===== src/rtl/quad_encoder_gen.sv =====
// quad_encoder_gen: quadrature encoder emulator.
// Emits A/B quadrature at a commanded edge rate, direction and edge count,
// and keeps a signed 16-bit position count.
// Optional feature macro: QENC_INDEX_EN adds a revolution counter that drives
// a Z index pulse. Without it, index_out is tied low.
module quad_encoder_gen #(
  parameter int PERIOD_W      = 24,
  parameter int COUNT_W       = 16,
  parameter int EDGES_PER_REV = 400
) (
  input  logic                clk_clk,
  input  logic                reset_reset,
  input  logic                cmd_valid,
  output logic                cmd_ready,
  input  logic [PERIOD_W-1:0] cmd_period,
  input  logic                cmd_dir,
  input  logic [COUNT_W-1:0]  cmd_count,
  input  logic                abort,
  output logic                busy,
  output logic                done,
  output logic [1:0]          enc_out,
  output logic [15:0]         position,
  output logic                index_out
);

  typedef enum logic [0:0] {
    ST_IDLE = 1'b0,
    ST_RUN  = 1'b1
  } state_t;

  state_t              state_q;
  logic [PERIOD_W-1:0] period_q;
  logic [PERIOD_W-1:0] timer_q;
  logic [COUNT_W-1:0]  remain_q;
  logic                cont_q;
  logic                dir_q;
  logic                busy_q;
  logic                done_q;
  logic [1:0]          enc_q;
  logic [15:0]         pos_q;

  logic                step_s;
  logic                final_s;
  logic                take_step_s;
  logic [1:0]          enc_d;
  logic [15:0]         pos_d;

  // Next {B,A} code one quadrature step away from cur; dir = 1 walks
  // 00->01->11->10->00, dir = 0 walks the same ring backward.
  function automatic logic [1:0] next_enc(input logic [1:0] cur, input logic dir);
    logic [1:0] nxt;
    case (cur)
      2'b00:   nxt = dir ? 2'b01 : 2'b10;
      2'b01:   nxt = dir ? 2'b11 : 2'b00;
      2'b11:   nxt = dir ? 2'b10 : 2'b01;
      2'b10:   nxt = dir ? 2'b00 : 2'b11;
      default: nxt = 2'b00;
    endcase
    return nxt;
  endfunction

  assign cmd_ready = (state_q == ST_IDLE);
  assign busy      = busy_q;
  assign done      = done_q;
  assign enc_out   = enc_q;
  assign position  = pos_q;

  // Step strobe, completion detect and next encoder/position values.
  // A final step wins over abort; any other step is suppressed by abort.
  always_comb begin
    step_s      = 1'b0;
    final_s     = 1'b0;
    take_step_s = 1'b0;
    enc_d       = next_enc(enc_q, dir_q);
    pos_d       = dir_q ? (pos_q + 16'd1) : (pos_q - 16'd1);
    if (state_q == ST_RUN) begin
      step_s      = (timer_q == (period_q - PERIOD_W'(1)));
      final_s     = step_s && !cont_q && (remain_q == COUNT_W'(1));
      take_step_s = final_s || (step_s && !abort);
    end else begin
      step_s      = 1'b0;
      final_s     = 1'b0;
      take_step_s = 1'b0;
    end
  end

  // Command FSM: latch in IDLE, pace steps in RUN, finish or abort back to IDLE.
  always_ff @(posedge clk_clk) begin
    if (reset_reset) begin
      state_q  <= ST_IDLE;
      period_q <= PERIOD_W'(1);
      timer_q  <= '0;
      remain_q <= '0;
      cont_q   <= 1'b0;
      dir_q    <= 1'b0;
      busy_q   <= 1'b0;
      done_q   <= 1'b0;
      enc_q    <= 2'b00;
      pos_q    <= 16'd0;
    end else begin
      case (state_q)
        ST_IDLE: begin
          done_q <= 1'b0;
          if (cmd_valid) begin
            period_q <= (cmd_period == '0) ? PERIOD_W'(1) : cmd_period;
            dir_q    <= cmd_dir;
            remain_q <= cmd_count;
            cont_q   <= (cmd_count == '0);
            timer_q  <= '0;
            busy_q   <= 1'b1;
            state_q  <= ST_RUN;
          end else begin
            busy_q  <= 1'b0;
            state_q <= ST_IDLE;
          end
        end
        ST_RUN: begin
          if (final_s) begin
            enc_q    <= enc_d;
            pos_q    <= pos_d;
            remain_q <= '0;
            timer_q  <= '0;
            done_q   <= 1'b1;
            busy_q   <= 1'b0;
            state_q  <= ST_IDLE;
          end else if (abort) begin
            timer_q <= '0;
            done_q  <= 1'b0;
            busy_q  <= 1'b0;
            state_q <= ST_IDLE;
          end else if (take_step_s) begin
            enc_q   <= enc_d;
            pos_q   <= pos_d;
            timer_q <= '0;
            done_q  <= 1'b0;
            if (!cont_q) begin
              remain_q <= remain_q - COUNT_W'(1);
            end else begin
              remain_q <= remain_q;
            end
          end else begin
            timer_q <= timer_q + PERIOD_W'(1);
            done_q  <= 1'b0;
          end
        end
        default: begin
          state_q <= ST_IDLE;
          busy_q  <= 1'b0;
          done_q  <= 1'b0;
        end
      endcase
    end
  end

`ifdef QENC_INDEX_EN
  localparam int REV_W = (EDGES_PER_REV > 1) ? $clog2(EDGES_PER_REV) : 1;
  localparam logic [REV_W-1:0] REV_MAX = REV_W'(EDGES_PER_REV - 1);

  logic [REV_W-1:0] rev_q;
  logic [REV_W-1:0] rev_d;
  logic             index_q;

  // Revolution position one step ahead, wrapping at both ends.
  always_comb begin
    rev_d = rev_q;
    if (dir_q) begin
      rev_d = (rev_q == REV_MAX) ? '0 : (rev_q + REV_W'(1));
    end else begin
      rev_d = (rev_q == '0) ? REV_MAX : (rev_q - REV_W'(1));
    end
  end

  // Revolution counter and registered index pulse, updated on emitted steps.
  always_ff @(posedge clk_clk) begin
    if (reset_reset) begin
      rev_q   <= '0;
      index_q <= 1'b0;
    end else if (take_step_s) begin
      rev_q   <= rev_d;
      index_q <= (rev_d == '0);
    end else begin
      rev_q   <= rev_q;
      index_q <= index_q;
    end
  end

  assign index_out = index_q;
`else
  // No revolution tracking in this build; the index line stays low for any
  // EDGES_PER_REV.
  assign index_out = (EDGES_PER_REV > 0) ? 1'b0 : 1'b0;
`endif

endmodule


===== config.mk =====
export PLATFORM = sky130hd
export DESIGN_NAME = quad_encoder_gen
export DESIGN_NICKNAME = d
export VERILOG_FILES = /design/src/rtl/quad_encoder_gen.sv
export SDC_FILE = /design/constraint.sdc
export NUM_CORES = 1
export LEC_CHECK = 0
export ABC_CLOCK_PERIOD_IN_PS = 3950
export CORE_ASPECT_RATIO = 1.1
export CORE_UTILIZATION = 60
export DETAILED_ROUTE_END_ITERATION = 6
export DONT_BUFFER_PORTS = 1
export PLACE_DENSITY = 0.77
export SLEW_MARGIN = 20
export SYNTH_ARGS = -nofsm -noshare
export SYNTH_HDL_FRONTEND = slang
export SYNTH_SLANG_ARGS = --single-unit

===== constraint.sdc =====
create_clock -name clk_clk -period 3.95 [get_ports clk_clk]
set_input_delay 0.395 -clock clk_clk [delete_from_list [all_inputs] [get_ports clk_clk]]
set_output_delay 0.395 -clock clk_clk [all_outputs]
set_load 0.1 [all_outputs]

## After elaboration in Yosys (flattened, before gate mapping)

Index checks and enable logic that the tools add are counted.

| operators by class | value |
|---|---|
| $add $sub $neg | 5 |
| eq/ne operators | 11 |
| multiplexer cells | 35 |
| bitwise logic cells | 1 |
| reduce and logical (&&, ||, !) cells | 13 |

Operators with widths:

| cell | count |
|---|---|
| 2-to-1 mux 16 bit | 9 |
| 2-to-1 mux 24 bit | 5 |
| one-hot mux 24 bit (2 select lines) | 1 |
| one-hot mux 16 bit (2 select lines) | 1 |
| subtractor 16 x 1 -> 16 bit (second input constant) | 2 |
| adder 24 x 1 -> 24 bit (second input constant) | 1 |
| equality test 24 bit | 1 |
| logical NOT 24 bit | 1 |
| subtractor 24 x 1 -> 24 bit (second input constant) | 1 |
| adder 16 x 1 -> 16 bit (second input constant) | 1 |
| equality test 16 x 1 -> 1 bit (second input constant) | 1 |
| logical NOT 16 bit | 1 |
| 2-to-1 mux 2 bit | 7 |
| != test 3 x 2 -> 1 bit (second input constant) | 3 |
| 2-to-1 mux 1 bit | 8 |
| one-hot mux 2 bit (4 select lines) | 1 |
| one-hot mux 1 bit (2 select lines) | 3 |
| equality test 2 bit (second input constant) | 2 |
| AND reduction 4 bit | 1 |
| logical AND 1 bit | 3 |
| != test 3 x 1 -> 1 bit (second input constant) | 1 |
| AND reduction 3 bit | 1 |
| equality test 2 x 1 -> 1 bit (second input constant) | 1 |
| logical NOT 1 bit | 2 |
| other kinds (7) | 7 |

| word-level totals | value |
|---|---|
| register bits | 87 |
| output and inout bits | 22 |
| bits of input ports | 45 |
| word-level logic and storage cells | 75 |

## Longest topological paths before layout

| logic depth | value |
|---|---|
| depth after elaboration | 10 |
| gate-level depth with buffers | 13 |
| depth with buffers taken out | 11 |

## Worst setup path before layout

Ideal clock, no wire load.

| timing | value |
|---|---|
| kind | flip-flop to flip-flop |
| start | reg pos_q[1], in the netlist position[1] |
| end | reg pos_q[15], in the netlist position[15] |
| setup slack | 0.890 ns |
| path buffers | 0 |
| clock period less this slack | 3.060 ns |
| data arrival time | 2.990 ns |
| cell stages (with the launch flop) | 11 |
| path through | dfxtp_1 ha_1 a211oi_1 o21ai_0 nand3_1 a21oi_1 a41o_1 o41ai_1 xnor2_1 or3_1 a21oi_1 |

| on the way | value |
|---|---|
| longest elaborated chain between the ends | 5 |

RTL lines:

| item | line | text |
|---|---|---|
| from (decl) | 40 | `logic [15:0] pos_q;` |
| from (signal assigned) | 120 | `pos_q <= pos_d;` |
| from (signal assigned) | 133 | `pos_q <= pos_d;` |
| subtractor 16 x 1 -> 16 bit or adder 16 x 1 -> 16 bit (tied branches) | 75 | `pos_d = dir_q ? (pos_q + 16'd1) : (pos_q - 16'd1);` |
| 2-to-1 mux 16 bit (*) | 75 |  |
| 2-to-1 mux 16 bit | 131 | `end else if (take_step_s) begin` |
| 2-to-1 mux 16 bit | 126 | `end else if (abort) begin` |
| 2-to-1 mux 16 bit (*) | 118 | `if (final_s) begin` |

Every way passes the cells marked *; elsewhere a longest branch is shown, timed or not. The select of a mux whose other input is x is not followed.
A chain may end at the register's enable or synchronous reset.

## Worst setup path after layout

| timing | value |
|---|---|
| start | reg period_q[2] |
| end | reg remain_q[8] |

| on the way | value |
|---|---|
| longest elaborated chain between the ends | 8 |

RTL lines:

| item | line | text |
|---|---|---|
| from (decl) | 32 | `logic [PERIOD_W-1:0] period_q;` |
| from (signal assigned) | 105 | `period_q <= (cmd_period == '0) ? PERIOD_W'(1) : cmd_period;` |
| subtractor 24 x 1 -> 24 bit (*) | 77 | `step_s = (timer_q == (period_q - PERIOD_W'(1)));` |
| equality test 24 bit (*) | 77 |  |
| logical AND 1 bit (2 in a row) | 78 | `final_s = step_s && !cont_q && (remain_q == COUNT_W'(1));` |
| logical OR 1 bit | 79 | `take_step_s = final_s \|\| (step_s && !abort);` |
| 2-to-1 mux 1 bit | 76 | `if (state_q == ST_RUN) begin` |
| != test 3 x 1 -> 1 bit (no source line) | n/a |  |
| AND reduction 4 bit (no source line) | n/a |  |
| to (signal assigned) | 107 | `remain_q <= cmd_count;` |
| to (signal assigned) | 137 | `remain_q <= remain_q - COUNT_W'(1);` |
| to (signal assigned) | 139 | `remain_q <= remain_q;` |
| to (decl) | 34 | `logic [COUNT_W-1:0] remain_q;` |

Every way passes the cells marked *; elsewhere a longest branch is shown, timed or not.

==> results.cfg <==
[timing]
min_period_ns = 3.598
timing.final.crit_share_pct = 91.10
finalMaxSlewViolations = 0
setup_viol = 0
rsz0062_at_grt = no
hold_violations = 0
tightest_slew_ns = 1.014
clock_skew_ns = 0.009186
tns_ns = 0
timing.fmax_ghz = 0.2779
holdWs_ns = 0.1021
slew_headroom_pct = 32.33
setup_slack_ns = 0.3517

[critical_path]
crit_top_cell = nand2_1
r2r_slack_ns = 0.35
crit_slowest_cell = and4bb_1
path_cells = nor4_4 -> nand2_1 -> o41ai_1 -> nand2_1 -> nor4_1 -> and4bb_1 -> a21oi_1 -> nor2_1 -> a221o_1
path_buf_inv = 0
cp-start-kind = register
end_kind = register
path_delay_family = simple AND/OR/NAND/NOR gates
critPathKind = register to register
critPathMaxStageDelay_ns = 0.71
path_max_fanout = 16
required_ns = 4.26
crit_arrival_ns = 3.91

[route]
drt_iter0_markers = 265
vias = 5277
drc = 0
wl_per_cell_um = 16.58
routed_via_density = 6.358
ant_nets = 0
drt-pass1-iter-count = 5
wirelength_um = 13760

[clocking]
cts-resized-gates = 0
ctsHoldBuffers = 0
clock-sinks = 87
cts_buffers = 9
insertion_delay_ns = 0.36
cts_tree = yes
root_buffer = clkbuf_8
cts_max_level = 3
cts_setup_buffers = 0
clk_path_buf_depth = 2
clkTransAtPathRegs_ns = 0.09

[global_route]
grt_max_degree = 79
grt_pass1_vias = 4982
gr-total-overflow = 0
grt_antenna_before_repair = 0
grt_pass1_wl_um = 22710
track_usage_pct = 28.66

[final_layout]
nNetsFinal = 776
drive_gt1_share_pct = 8.380
final_common_cell = dfxtp_1
stdcell_area_um2 = 6003
layout_common_cells = dfxtp_1, nand2_1, nor2_1
antennaDiodeCount = 0
area_growth_pct = 5.474

[synth]
yosys.area.top_type = dfxtp_1
synth_cells = 714
synth_nets = 778
synthTopCellsByArea = dfxtp_1, xnor2_1, nand2_1
yosysSeqAreaShare_pct = 30.60
async_flop_share_pct = 0
yosysUniqueCellTypes = 71
netlist_area_um2 = 5692
synth_edf_count = 0
synth-main-ff-cell = dfxtp_1
synth_warnings = 0
synth_seq_cells = 87
synth_top_area_share_pct = 30.60
avgSynthCellArea_um2 = 7.972

[pwr]
clkPwrFrac_pct = 31.1
power_leakage_uw = 0.002367
seqPwrFrac_pct = 49.5
pwr-share-comb_pct = 19.4
p_switching_uw = 594.8
p_sw_share_pct = 30.61
ir_drop_mv = 0.1862
power_density_nw_per_um2 = 323.7
p_int_uw = 1348

[place]
gp_congestion = 0.9055
io_buffer_count = 0
dpl_worst_slack_ns = 0.4195
postPlaceCellArea_um2 = 5823
hpwl_um = 9905

[floorplanning]
fp.dieH_um = 104.2
io_pins = 67
die-area_um2 = 9880
start_util_pct = 62.87
die_width_um = 94.87
fp-row-count = 36
core-area_um2 = 9054

[job]
maxCapViolCount = 0

[hold_path]
worst_hold_path_type = input pin to register

[run_status]
status = finished, final reports clean
==> kinds of logic after synthesis <==
kind of cell    synth area share (%)
simple gates                   27.94
buf+inv                        4.726
compound gates                 20.27
fa+ha+maj                      4.309
xor+xnor                       7.848
mux                            4.243
other cells                  0.06589
flops                          30.60
==> final timing paths <==
path	cells past startpoint	to	from
setup / recovery	9	remain_q[8]	period_q[2]
hold / removal	1	remain_q[14]	reset_reset
setup reg to reg	9	remain_q[8]	period_q[2]
hold reg to reg	2	period_q[23]	period_q[23]
==> cells in the mapped netlist, types with 11 or more instances <==
master	count
nor4_1	29
ha_1	18
nor2_1	63
a21oi_1	58
clkbuf_1	18
xor2_1	13
nand3_1	18
nor3_1	18
mux2i_1	23
o21a_1	14
and3_1	11
nand4_1	13
o21ai_0	29
xnor2_1	38
inv_1	26
nand2_1	82
dfxtp_1	87
==> cell type report <==
cell class              instances  area (um^2)
multi-input cells             567         3686
fillers                       769         3050
flip-flops and latches         87         1742
repair buffers                 21        157.7
well taps                     114        142.6
clock buffers                  10        127.6
inverters                      26        97.59
clock inverters                 5        50.05
==> sequential cells by signal (all words and copies together) (netlist names) <==
| name | flops |
|---|---|
| period_q | 24 |
| done | 1 |
| dir_q | 1 |
| cont_q | 1 |
| position | 16 |
| remain_q | 16 |
| busy | 1 |
| enc_out | 2 |
| timer_q | 24 |
| state_q | 1 |
==> per-stage QoR <==
| stage | utilization [%] | cells | total power [uW] |
|---|---|---|---|
| after CTS | 66.28 | 830 | 1951 |
| after global routing | 66.31 | 830 | 2036 |
| final | 66.31 | 830 | 1943 |
| after floorplan | - | 714 | 1292 |
| after global placement | 64.32 | 815 | 1340 |
| after detailed placement | 64.32 | 815 | 1352 |
==> layer usage <==
metal | track usage [%] | up-vias | routed length (um)
li1 | - | 2581 | -
met1 | 33.91 | 2486 | 5558
met2 | 48.15 | 171 | 6830
met3 | 6.140 | 39 | 929
met4 | 14.07 | 0 | 443
met5 | 0 | - | 0
==> power groups by stage <==
stage / registers [uW] / clock network, uW / logic [uW]
floorplan: 973 / 0 / 320
global placement: 979 / 0 / 361
detailed placement: 980 / 0 / 372
CTS: 960 / 616 / 376
global route: 967 / 650 / 419
finish: 961 / 604 / 378
No activity file was read; power rests on OpenSTA's default activity.
